File: src/rtl/stream_mux_arbiter.sv
// Two-to-one packet multiplexer with a registered output slot; the grant is held until the packet's LAST beat is accepted.
// Optional feature: define STREAM_MUX_RR_EN for a round-robin tie-break in S_IDLE (fixed priority to A otherwise).
// state    | meaning
// S_IDLE   | no packet in progress, arbitrate between A and B
// S_LOCK_A | mid-packet from A, only A may be accepted
// S_LOCK_B | mid-packet from B, only B may be accepted
`timescale 1ns/1ps
module stream_mux_arbiter #(
    parameter int WIDTH = 8
) (
    input  logic             i_clk,
    input  logic             i_rst,
    input  logic [WIDTH-1:0] i_a_data,
    input  logic             i_a_last,
    input  logic             i_a_valid,
    output logic             o_a_ready,
    input  logic [WIDTH-1:0] i_b_data,
    input  logic             i_b_last,
    input  logic             i_b_valid,
    output logic             o_b_ready,
    output logic [WIDTH-1:0] o_out_data,
    output logic             o_out_last,
    output logic             o_out_sel,
    output logic             o_out_valid,
    input  logic             i_out_ready
);

    typedef enum logic [1:0] {S_IDLE, S_LOCK_A, S_LOCK_B} state_t;

    state_t           r_state;
    state_t           w_state_nxt;
    logic [WIDTH-1:0] r_out_data;
    logic             r_out_last;
    logic             r_out_sel;
    logic             r_out_valid;
    logic             w_ld_ok;
    logic             w_gnt_a;
    logic             w_gnt_b;
    logic             w_acc_a;
    logic             w_acc_b;
    logic             w_tie_b;

    assign w_ld_ok = ~r_out_valid | i_out_ready;
    assign w_acc_a = o_a_ready & i_a_valid;
    assign w_acc_b = o_b_ready & i_b_valid;

`ifdef STREAM_MUX_RR_EN
    // Source of the most recent first beat; the other source wins the next tie.
    logic r_last_gnt;

    always_ff @(posedge i_clk) begin
        if (i_rst) begin
            r_last_gnt <= 1'b1;
        end else if ((r_state == S_IDLE) && (w_acc_a || w_acc_b)) begin
            r_last_gnt <= w_acc_b;
        end
    end

    assign w_tie_b = ~r_last_gnt;
`else
    assign w_tie_b = 1'b0;
`endif

    always_ff @(posedge i_clk) begin
        if (i_rst) begin
            r_state <= S_IDLE;
        end else begin
            r_state <= w_state_nxt;
        end
    end

    always_comb begin
        w_state_nxt = r_state;
        case (r_state)
            S_IDLE: begin
                if (w_acc_a && !i_a_last) begin
                    w_state_nxt = S_LOCK_A;
                end else if (w_acc_b && !i_b_last) begin
                    w_state_nxt = S_LOCK_B;
                end
            end
            S_LOCK_A: if (w_acc_a && i_a_last) w_state_nxt = S_IDLE;
            S_LOCK_B: if (w_acc_b && i_b_last) w_state_nxt = S_IDLE;
            default:  w_state_nxt = S_IDLE;
        endcase
    end

    // A locked source keeps the grant even while its VALID is low (bubbles).
    always_comb begin
        w_gnt_a = 1'b0;
        w_gnt_b = 1'b0;
        case (r_state)
            S_IDLE: begin
                if (i_a_valid && i_b_valid) begin
                    w_gnt_a = ~w_tie_b;
                    w_gnt_b = w_tie_b;
                end else begin
                    w_gnt_a = i_a_valid;
                    w_gnt_b = i_b_valid;
                end
            end
            S_LOCK_A: w_gnt_a = 1'b1;
            S_LOCK_B: w_gnt_b = 1'b1;
            default: begin
                w_gnt_a = 1'b0;
                w_gnt_b = 1'b0;
            end
        endcase
    end

    assign o_a_ready = w_gnt_a & w_ld_ok & ~i_rst;
    assign o_b_ready = w_gnt_b & w_ld_ok & ~i_rst;

    always_ff @(posedge i_clk) begin
        if (i_rst) begin
            r_out_data  <= '0;
            r_out_last  <= 1'b0;
            r_out_sel   <= 1'b0;
            r_out_valid <= 1'b0;
        end else if (w_acc_a) begin
            r_out_data  <= i_a_data;
            r_out_last  <= i_a_last;
            r_out_sel   <= 1'b0;
            r_out_valid <= 1'b1;
        end else if (w_acc_b) begin
            r_out_data  <= i_b_data;
            r_out_last  <= i_b_last;
            r_out_sel   <= 1'b1;
            r_out_valid <= 1'b1;
        end else if (i_out_ready) begin
            r_out_valid <= 1'b0;
        end
    end

    assign o_out_data  = r_out_data;
    assign o_out_last  = r_out_last;
    assign o_out_sel   = r_out_sel;
    assign o_out_valid = r_out_valid;

endmodule

File: config.mk
export PLATFORM = sky130hd
export DESIGN_NAME = stream_mux_arbiter
export DESIGN_NICKNAME = d
export VERILOG_FILES = /design/src/rtl/stream_mux_arbiter.sv
export SDC_FILE = /design/constraint.sdc
export NUM_CORES = 1
export LEC_CHECK = 0
export CAP_MARGIN = 20
export CORE_MARGIN = 1
export CORE_UTILIZATION = 37
export DETAILED_ROUTE_END_ITERATION = 10
export GPL_TIMING_DRIVEN = 0
export MAX_ROUTING_LAYER = met4
export PLACE_DENSITY = 0.88
export SLEW_MARGIN = 10
export SYNTH_ARGS = -nofsm -noshare
export SYNTH_HDL_FRONTEND = slang
export SYNTH_SLANG_ARGS = --single-unit
File: constraint.sdc
create_clock -name i_clk -period 1.5 [get_ports i_clk]
set_clock_uncertainty 0.1 [all_clocks]
set_input_delay 0.3 -clock i_clk [delete_from_list [all_inputs] [get_ports i_clk]]
set_output_delay 0.3 -clock i_clk [all_outputs]
set_load 0.01 [all_outputs]
======== Yosys cells after proc, flatten, opt, wreduce, memory -nomap -nowiden ========
Index checks and enable logic that the tools add are counted.
Widths: inputs -> output; s select.
word-level totals
  register bits after elaboration ......... 13
  input bits .............................. 23
  output and inout port bits .............. 13
  word-level logic and storage cells ...... 47
cells by class
  equality and inequality tests ........... 5
  muxes and demuxes ....................... 16
  bitwise logic cells ..................... 9
  reductions and logical operators ........ 12
operators by type and width
  cell                number
  $mux 8              2
  $mux 2              4
  $mux 1              7
  $and 1x1->1         6
  $pmux 2 s3          1
  $logic_and 1x1->1   5
  $ne 2x2->1 const B  2
  $pmux 1 s2          2
  $ne 3x3->1 const B  1
  $reduce_and 3->1    1
  $reduce_bool 3->1   1
  $eq 2x1->1 const B  1
  $eq 2x2->1 const B  1
  $logic_not 1->1     2
  $logic_not 2->1     1
  $not 1->1           2
  $reduce_bool 2->1   1
  $reduce_or 2->1     1
  $or 1x1->1          1

======== Depth between registers and ports, before layout ========
Gate-level depths: netlist of the first run.
  depth in word-level cells ............... 10
  depth in mapped cells ................... 5
  gate-level depth less buffers ........... 3

======== Worst setup path before layout of the first run ========
Ideal clock, no wire load.
  kind .................................... input-to-output
  start point ............................. input i_rst
  end point ............................... output o_a_ready
  arrival time ............................ 930 ps
  data required time ...................... 1100 ps
  slack ................................... 170 ps
  cell stages on the path ................. 4
  buffers on the path ..................... 1
  cells stage by stage .................... inv_2 > buf_2 > nand2_1 > nor3_1
on the way
  word-level cells in the longest chain between the ends .. 2
RTL lines
  what             line  RTL
  start, declared  12    input logic i_rst,
  $not 1->1        111   assign o_a_ready = w_gnt_a & w_ld_ok & ~i_rst;
  $and 1x1->1      111
  end, declared    16    output logic o_a_ready,
Every way passes these cells.

======== Worst setup path after layout of the first run ========
  start point ............................. register r_out_valid, in the netlist o_out_valid
  end point ............................... output o_b_ready
on the way
  word-level cells in the longest chain between the ends .. 4
RTL lines
  what                       line  RTL
  start, declared            35    logic r_out_valid;
  start signal, assigned     119   r_out_valid <= 1'b0;
  start signal, assigned     124   r_out_valid <= 1'b1;
  start signal, assigned     129   r_out_valid <= 1'b1;
  $not 1->1                  43    assign w_ld_ok = ~r_out_valid | i_out_ready;
  $or 1x1->1                 43
  $and 1x1->1 (2 in series)  112   assign o_b_ready = w_gnt_b & w_ld_ok & ~i_rst;
  end, declared              20    output logic o_b_ready,
Every way passes these cells.

==> metrics.yaml, run 1 <==
grt-ovfl-total: 0
p_sw_share_pct: 30.75
holdBufCountCts: 0
syn_inst: 78
drtIter0Drc: 19
port_buffers: 35
first_pass_iters: 4
via_per_inst: 5.472
seqPwrFrac_pct: 44.5
drv_slew: 0
min_period_ns: 1.439
syn_avg_cell_area_um2: 8.486
synth_top_area_share_pct: 39.32
final_area_mm2: 0.001082
post-route-period-util_pct: 95.95
avgRoutedWirePerCell_um: 14.95
finalSetupViolations: 0
area_delta_synth_final_pct: 63.52
pre_cts_slack_ns: -0.9611
worstHoldPathType: "in -> reg"
ys_seq_area_share_pct: 39.32
clock-root-buffer: "clkbuf_4"
worstPathArrival_ns: 1.04
combPwrFrac_pct: 31.0
worst_setup_path_end_kind: "primary output"
maxSlewHeadroom_pct: 69.07
grt_use_total_pct: 24.93
synth_commonest_cells: "nand2_1, dfxtp_1, a32oi_1"
start_util_pct: 41.52
yosys_warnings: 0
cp-start-kind: "flip-flop"
grt_max_degree: 11
htreeDepth: 1
yosys.cell_count.top_type: "nand2_1"
synth_nets: 101
whs_ns: 0.1488
grt_pass1_wl_mm: 3.450
drc: 0
synth_seq_cells: 13
fin_nets: 144
use_met3_pct: 7.347
synth_ff_type: "dfxtp_1"
worst_pin_slew_ns: 0.4625
place_congestion: 0.8051
p_int_w: 0.0006446
dp_hpwl_mm: 1.499
num_antenna_cells: 0
maxCapViolations: 0
synth_top_cell_by_area: "dfxtp_1"
cts_tree: "built"
worstSetupPathType: "reg -> out"
p_switching_w: 0.0002862
drive_gt1_share_pct: 23.33
path_max_fanout: 2
chipWidth_um: 44.30
ys_types: 25
io_pins: 36
core_area_mm2: 0.001594
clock_latency_ns: 0.29
finalHoldViolations: 0
num_rows: 14
max_freq_mhz: 694.8
final_core_util_pct: 67.90
async_reset_ff_share_pct: 0
leakage_nw: 0.4648
p_per_area_mw_per_mm2: 860.0
die-height_um: 44.30
wirelength_mm: 2.153
grt_util_met1_pct: 25.69
use_met2_pct: 44.71
yosys-top-cells-area: "dfxtp_1, a32oi_1, nand2_1"
top_usage_layer: "met2"
clk_pin_slew_ns: 0.09
syn_area_um2: 661.9
crit_required_ns: 1.10
cts.sinks: 13
numCtsBuffers: 3
dr_total_vias: 788
fin_ws_ns: 0.06074
outcome: "completed"
antenna_left: 0
dieArea_mm2: 0.001962
cts_max_path_buffers: 2
place_area_mm2: 0.001042
grt_pass1_vias: 805
ir_worst_vdd_mv: 0.5096
antenna_found_initial: 0
rsz0062_at_grt: "no"
clockPowerShare_pct: 24.5
synth-edff-count: 0
[placed cells by master (no fill, tap or decap), types with 2 or more instances in the layout]
cell type,netlist,layout
a31oi_1,3,3
a32oi_1,9,9
buf_2,2,4
buf_4,1,5
buf_6,3,3
clkbuf_4,0,3
clkdlybuf4s50_1,0,18
dfxtp_1,13,10
dfxtp_2,0,2
dlygate4sd2_1,0,13
nand2_1,19,18
nand2b_1,2,2
nor2_1,2,2
nor3_2,0,2
o21ai_0,2,2
o21ai_1,7,7
[timing repair]
action / in CTS / in global routing
pin swaps: 3 / 1
buffers inserted: 2 / 2
resized for setup: 32 / 5
setup endpoints to repair: 13 / 2
[worst paths after layout]
check	startpoint	endpoint	slack [ns]	cells past startpoint
worst min register to register	o_out_data[0]	o_out_data[0]	0.35	2
worst max-delay path	o_out_valid	o_b_ready	0.06	4
worst max register to register	o_out_valid	o_out_data[5]	0.26	5
worst min-delay path	i_rst	o_out_sel	0.15	2
[routing by layer]
metal	vias up	wire [um]
met3	10	137
met1	368	830
met2	38	1124
li1	372	-
met5	-	0
met4	0	61
[state kept, by name (all words and copies together), names as in the netlist]
| signal | flops |
|---|---|
| o_out_sel | 1 |
| o_out_valid | 1 |
| r_state | 2 |
| o_out_last | 1 |
| o_out_data | 8 |
[metrics by stage]
stage	TNS [ns]	instances	total power, W
finish	0	144	0.0009307
global placement	-4.066	137	0.0007178
floorplan	0	78	0.0005554
detailed placement	-4.638	137	0.0007303
global route	0	144	0.0009761
CTS	0	142	0.0009276
[power by group through the flow]
stage / Sequential [W] / Combinational, W / Clock, W
2_1_floorplan: 0.000437 / 0.000118 / 0
3_3_place_gp: 0.000418 / 0.000300 / 0
3_5_place_dp: 0.000422 / 0.000308 / 0
4_1_cts: 0.000413 / 0.000283 / 0.000232
5_1_grt: 0.000418 / 0.000312 / 0.000247
6_report: 0.000414 / 0.000288 / 0.000228
[cell families after synthesis]
family	Yosys count	share of synthesized area, %
and+or+nand+nor	34	26.28
AOI/OAI and AO/OA	24	26.09
DFF	13	39.32
buffers and inverters	7	8.317
[area by class of cell]
class,instances,area [um2]
inverter,1,3.754
multi-input combinational,58,359.1
sequential,13,266.5
clock buffer,4,26.28
tap,24,30.03
fill,136,511.7
timing repair buffer,39,350.3
buffer,5,46.29
[critical path, stage by stage (launching register included)]
cell      delay [ns]
dfxtp_2         0.34
nand2b_4        0.07
nand2_2         0.06
nor3_2          0.14
buf_2           0.15
Note: power is estimated with default switching activity, not from simulation.
==> inputs of run 2 (changes only) <==
Settings changed: CORE_UTILIZATION 37 to 33, PLACE_DENSITY 0.88 to 0.84.
Clock period 1.5 ns to 1.3 ns, I/O delays scaled along.
==> run 2 against run 1 <==
Compared with the run above:
- the flow now finishes with violations (negative setup slack)
- register-to-register slack worse by 0.26 ns
- sequential power is 14% higher
- first-iteration DRC count is 26% lower
- total power is 15% higher
- die area is 12% higher
- clock power is 11% higher
- critical path depth stayed put
- critical endpoint unchanged
==> metrics.yaml, run 2 (synthesis gave the netlist of run 1 again) <==
cp-start-kind: "flip-flop"
cts.sinks: 13  # unchanged
dr_total_vias: 750  # -4.8%
io_pins: 36  # unchanged
final_cell_mix: "nand2_1, clkdlybuf4s50_1, dlygate4sd2_1"
drc: 0  # unchanged
holdBufCountCts: 0  # unchanged
num_rows: 15  # +1
endpoint: "o_b_ready"
grt_pass1_wl_mm: 2.994  # -13%
crit_start: "o_out_valid"
die-height_um: 46.79  # +5.6%
maxCapViolations: 0  # unchanged
r2r-start: "r_state[1]"
start_util_pct: 36.74  # -4.8 points
finalSetupViolations: 4  # +4
clock_latency_ns: 0.28  # about the same
wirelength_mm: 1.910  # -11%
post-route-period-util_pct: 104.3
r2r.worst_path.cells: 5  # unchanged
worst_pin_slew_ns: 0.3028  # -0.1598 ns
finalHoldViolations: 0  # unchanged
grt-ovfl-total: 0  # unchanged
first_pass_iters: 4  # unchanged
port_buffers: 35  # unchanged
drive_gt1_share_pct: 25.00  # +1.7 points
fin_nets: 144  # unchanged
crit_required_ns: 0.94  # -0.16 ns
fin_ws_ns: -0.05575  # -0.1165 ns
final_area_mm2: 0.001106  # +2.2%
leakage_nw: 0.4675  # +0.58%
maxSlewHeadroom_pct: 79.72  # +11 points
top_usage_layer: "met2"
fin_cells: 145  # +0.69%
drv_slew: 0  # unchanged
p_per_area_mw_per_mm2: 964.6  # +12%
grt_use_total_pct: 20.46  # -4.5 points
antenna_found_initial: 0  # unchanged
clock-root-buffer: "clkbuf_4"
grt_max_degree: 11  # unchanged
worstHoldPathType: "in -> reg"
ir_worst_vdd_mv: 0.9049  # +78%
path_max_fanout: 2  # unchanged
drtIter0Drc: 14  # -5
worst_setup_path_end_kind: "primary output"
clk_pin_slew_ns: 0.09  # about the same
dp_hpwl_mm: 1.365  # -8.9%
numCtsBuffers: 3  # unchanged
min_period_ns: 1.356
worstPathArrival_ns: 1.00  # -0.04 ns
use_met3_pct: 6.923  # -0.42 points
via_per_inst: 5.172  # -5.5%
rsz0062_at_grt: "yes"
use_met2_pct: 31.94  # -13 points
place_inst: 138  # +0.73%
num_antenna_cells: 0  # unchanged
cts_max_path_buffers: 2  # unchanged
outcome: "complete, but fails checks"
area_delta_synth_final_pct: 67.11
reg2reg_to: "o_out_data[5]"
cts_tree: "built"
largest_reg_flops: 8  # unchanged
worstSetupPathType: "reg -> out"
whs_ns: 0.2120  # +0.06324 ns
dieArea_mm2: 0.002189  # +12%
avgRoutedWirePerCell_um: 13.17  # -12%
max_freq_mhz: 737.6
htreeDepth: 1  # unchanged
violations: "negative setup slack"
reg2reg_slack_ns: 0  # -0.26 ns
chipWidth_um: 46.79  # +5.6%
grt_pass1_vias: 686  # -15%
antenna_left: 0  # unchanged
grt_util_met1_pct: 25.59  # -0.10 points
core_area_mm2: 0.001802  # +13%
place_area_mm2: 0.001044  # +0.12%
place_congestion: 0.7659  # -4.9%
[run 2: worst min path at each step]
| stage | cells after the start | startpoint | slack, ns | endpoint |
|---|---|---|---|---|
| after floorplan | 1 | i_rst | 0.22 | o_out_sel |
| after global placement | 2 | o_out_data[6] | 0.33 | o_out_data[6] |
| after detailed placement | 2 | o_out_data[7] | 0.34 | o_out_data[7] |
| after CTS | 2 | i_rst | 0.21 | o_out_sel |
| after global routing | 2 | i_rst | 0.21 | o_out_sel |
| final | 2 | i_rst | 0.21 | o_out_sel |
[run 2: area by class of cell]
cell class              instances  area [um2]
plain buffers                   5       46.29
well taps                      25       31.28
clock buffers                   4       26.28
flip-flops and latches         13       269.0
repair buffers                 39       354.1
multi-input cells              58       375.4
inverters                       1       3.754
fillers                       175       695.7
[run 2: repair_timing]
item                                    CTS  global route
pin swaps                                 4             0
buffers inserted                          4             0
resized for setup                        42             2
endpoints found under the setup margin   22            12
[run 2: report_power, final]
group          switching (W)  internal (W)
logic               0.000159      0.000182
clock network       0.000134      0.000119
registers          0.0000262      0.000446
total               0.000320      0.000747
[run 2: metal layers]
metal	vias up	wire, um
met5	-	0
met4	0	0
met1	354	832
met2	24	1003
met3	0	75
li1	372	-
[run 2: metrics by stage]
step,util (%),total power (W),worst slack (ns),setup TNS (ns)
after global routing,61.39,0.001123,-0.1077,-0.5645
after floorplan,-,0.0006408,0.04348,0
after global placement,57.92,0.0008298,-1.047,-6.222
after detailed placement,57.92,0.0008388,-1.076,-6.537
final,61.39,0.001067,-0.05575,-0.1141
after CTS,60.83,0.001063,-0.05626,-0.1073
[run 2: worst max-delay path, stage by stage, from the launching register on]
cell and delay [ns]:
dfxtp_2 0.34, nand2b_4 0.07, nand2_4 0.05, nor3_2 0.09, buf_2 0.16
==> variant, RTL diff (flow settings as in run 1) <==
Encoding of `state_t`: now one-hot (3 bits for 3 states).
--- a/src/rtl/stream_mux_arbiter.sv
+++ b/src/rtl/stream_mux_arbiter.sv
@@ -27,3 +27,3 @@
 
-    typedef enum logic [1:0] {S_IDLE, S_LOCK_A, S_LOCK_B} state_t;
+    typedef enum logic [2:0] {S_IDLE = 3'b001, S_LOCK_A = 3'b010, S_LOCK_B = 3'b100} state_t;
 
Check against the original RTL: same outputs for any inputs over 10 cycles, from zero or initial values and one cycle with i_rst high; not proved beyond that.
==> variant against run 1 <==
- the flow now finishes with violations (negative setup slack)
- sequential cell count up 1
- register-to-register slack worse by 510 ps
- critical path depth up 2
- setup slack worse by 310 ps
- synthesized cell count up 27%
- final area up 49%
- wire length up 55%
- area after synthesis up 31%
- total power up 40%
- utilization up 5.2 points
==> variant: results (changes against run 1) <==
status=complete, but fails checks; violated checks=negative setup slack; layout cells sized above 1=0.497 (+0.263); slowest stage delay, CP=420 ps (+80 ps); vias in the first global route=927 (+15%); GRT Util Overall=0.250 (about the same); top cells by area, synth=dfxtp_1 32%, nand2_1 7.8%, a311oi_1 7.1%; worst hold-check path type=input port to register; setup ws final=-252 ps (-313 ps); post-synthesis sequential area ratio=0.324 (-0.0690); max_slew headroom=0.551 (-0.139); initial drt markers=24 (+5); CTS buffer count=3 (unchanged); Worst-Skew Late Latency=280 ps; Clock Tree Root=clkbuf_4; crit path DAT=1810 ps (+770 ps); Yosys warning count=0 (unchanged); hold_ws=248 ps (+99.4 ps); critical path fanouts, max=5 (+3); Final setup viols=14 (+14); IO buf count=34 (-2.9%); # nets final=179 (+24%); H-tree lvl count=1 (unchanged); drt wl/cell=18.2 microns (+22%); initial antenna violation count=0 (unchanged); Mapped Nets=122 (+21%); Leak Pwr=0.000689 uW (+48%); async set-reset flop share out of synthesis=0 (unchanged); Worst IR Drop VDD=0.000595 V (+17%); dpl cell area=1250 sq um (+20%); top cells by count, synth=18 x nand2_1, 14 x dfxtp_1, 11 x nor2_1, 7 x a311oi_1, 5 x nor2b_1; CTS Buffer Depth=2 (unchanged); global-route wire length before repair=4530 microns (+31%); Clock Pin Slew Worst Setup and Hold Paths=100 ps; Final GP Congestion=0.760 (-5.6%); DR vias/cell=5.55 (+1.4%); Yosys cell types=34 (+36%); DRT Pass-1 Iters=4 (unchanged); max reg flops=8 (unchanged); # diodes=0 (unchanged); DP HPWL=1680 microns (+12%); Worst path slowest cell=dfxtp_4; largest net degree at the start of global routing=11 (unchanged)
==> variant: worst max-delay path, delay by kind of cell, from the launching register on <==
| kind | cells | cell delay (ps) |
|---|---|---|
| AO/OA/AOI/OAI | 2 | 470 |
| XOR/XNOR | 1 | 190 |
| buffers and inverters | 2 | 290 |
| flip-flops | 1 | 420 |
| AND/OR/NAND/NOR | 1 | 160 |
==> variant: path summary, 6_finish.rpt <==
| check | from | cells past startpoint | endpoint |
|---|---|---|---|
| min | i_rst | 2 | r_state[1]$_SDFFE_PP0P_ |
| max reg2reg | r_state[1]$_SDFFE_PP0P_ | 6 | r_state[0]$_SDFFE_PP1P_ |
| max | r_state[1]$_SDFFE_PP0P_ | 6 | r_state[0]$_SDFFE_PP1P_ |
| min reg2reg | o_out_data[3]$_SDFFE_PP0P_ | 2 | o_out_data[3]$_SDFFE_PP0P_ |
==> variant: what timing repair did <==
item	4_1_cts	5_1_grt
pin swaps	19	15
setup buffers	12	6
hold buffers	0	0
resized for setup	59	24
gates cloned	2	0
endpoints found under the setup margin	26	16
==> variant: power by group <==
| group | switching, uW | internal [uW] | total (uW) |
|---|---|---|---|
| sequential | 39.3 | 411 | 451 |
| clock | 131 | 148 | 278 |
| combinational | 260 | 312 | 572 |
==> variant: through the flow <==
| step | setup WS [ps] | cells | setup TNS (ps) |
|---|---|---|---|
| floorplan | -36.7 | 99 | -36.7 |
| global placement | -789 | 161 | -8550 |
| detailed placement | -814 | 161 | -9250 |
| CTS | -202 | 179 | -1990 |
| global route | -287 | 183 | -3150 |
| finish | -252 | 183 | -2300 |
==> variant: per-layer routing <==
layer | part of all wire | GRT usage
met4 | 0.046 | 0.106
met2 | 0.51 | 0.420
met3 | 0.038 | 0.0485
met5 | 0 | -
met1 | 0.40 | 0.287
==> variant: cells by family (layout without fill, tap and decap cells) <==
family,Yosys count,count (layout),share of synthesized area
simple gates,53,53,0.360
compound gates,20,20,0.192
flops,14,14,0.324
buf+inv,10,66,0.103
xor+xnor,2,2,0.0203
==> variant: final cells by class <==
cell class              instances  area [sq um]
fillers                       149           594
plain buffers                   6          62.6
repair buffers                 54           513
well taps                      28          35.0
inverters                       2          10.0
multi-input cells              75           672
flip-flops and latches         14           289
clock buffers                   4          36.3
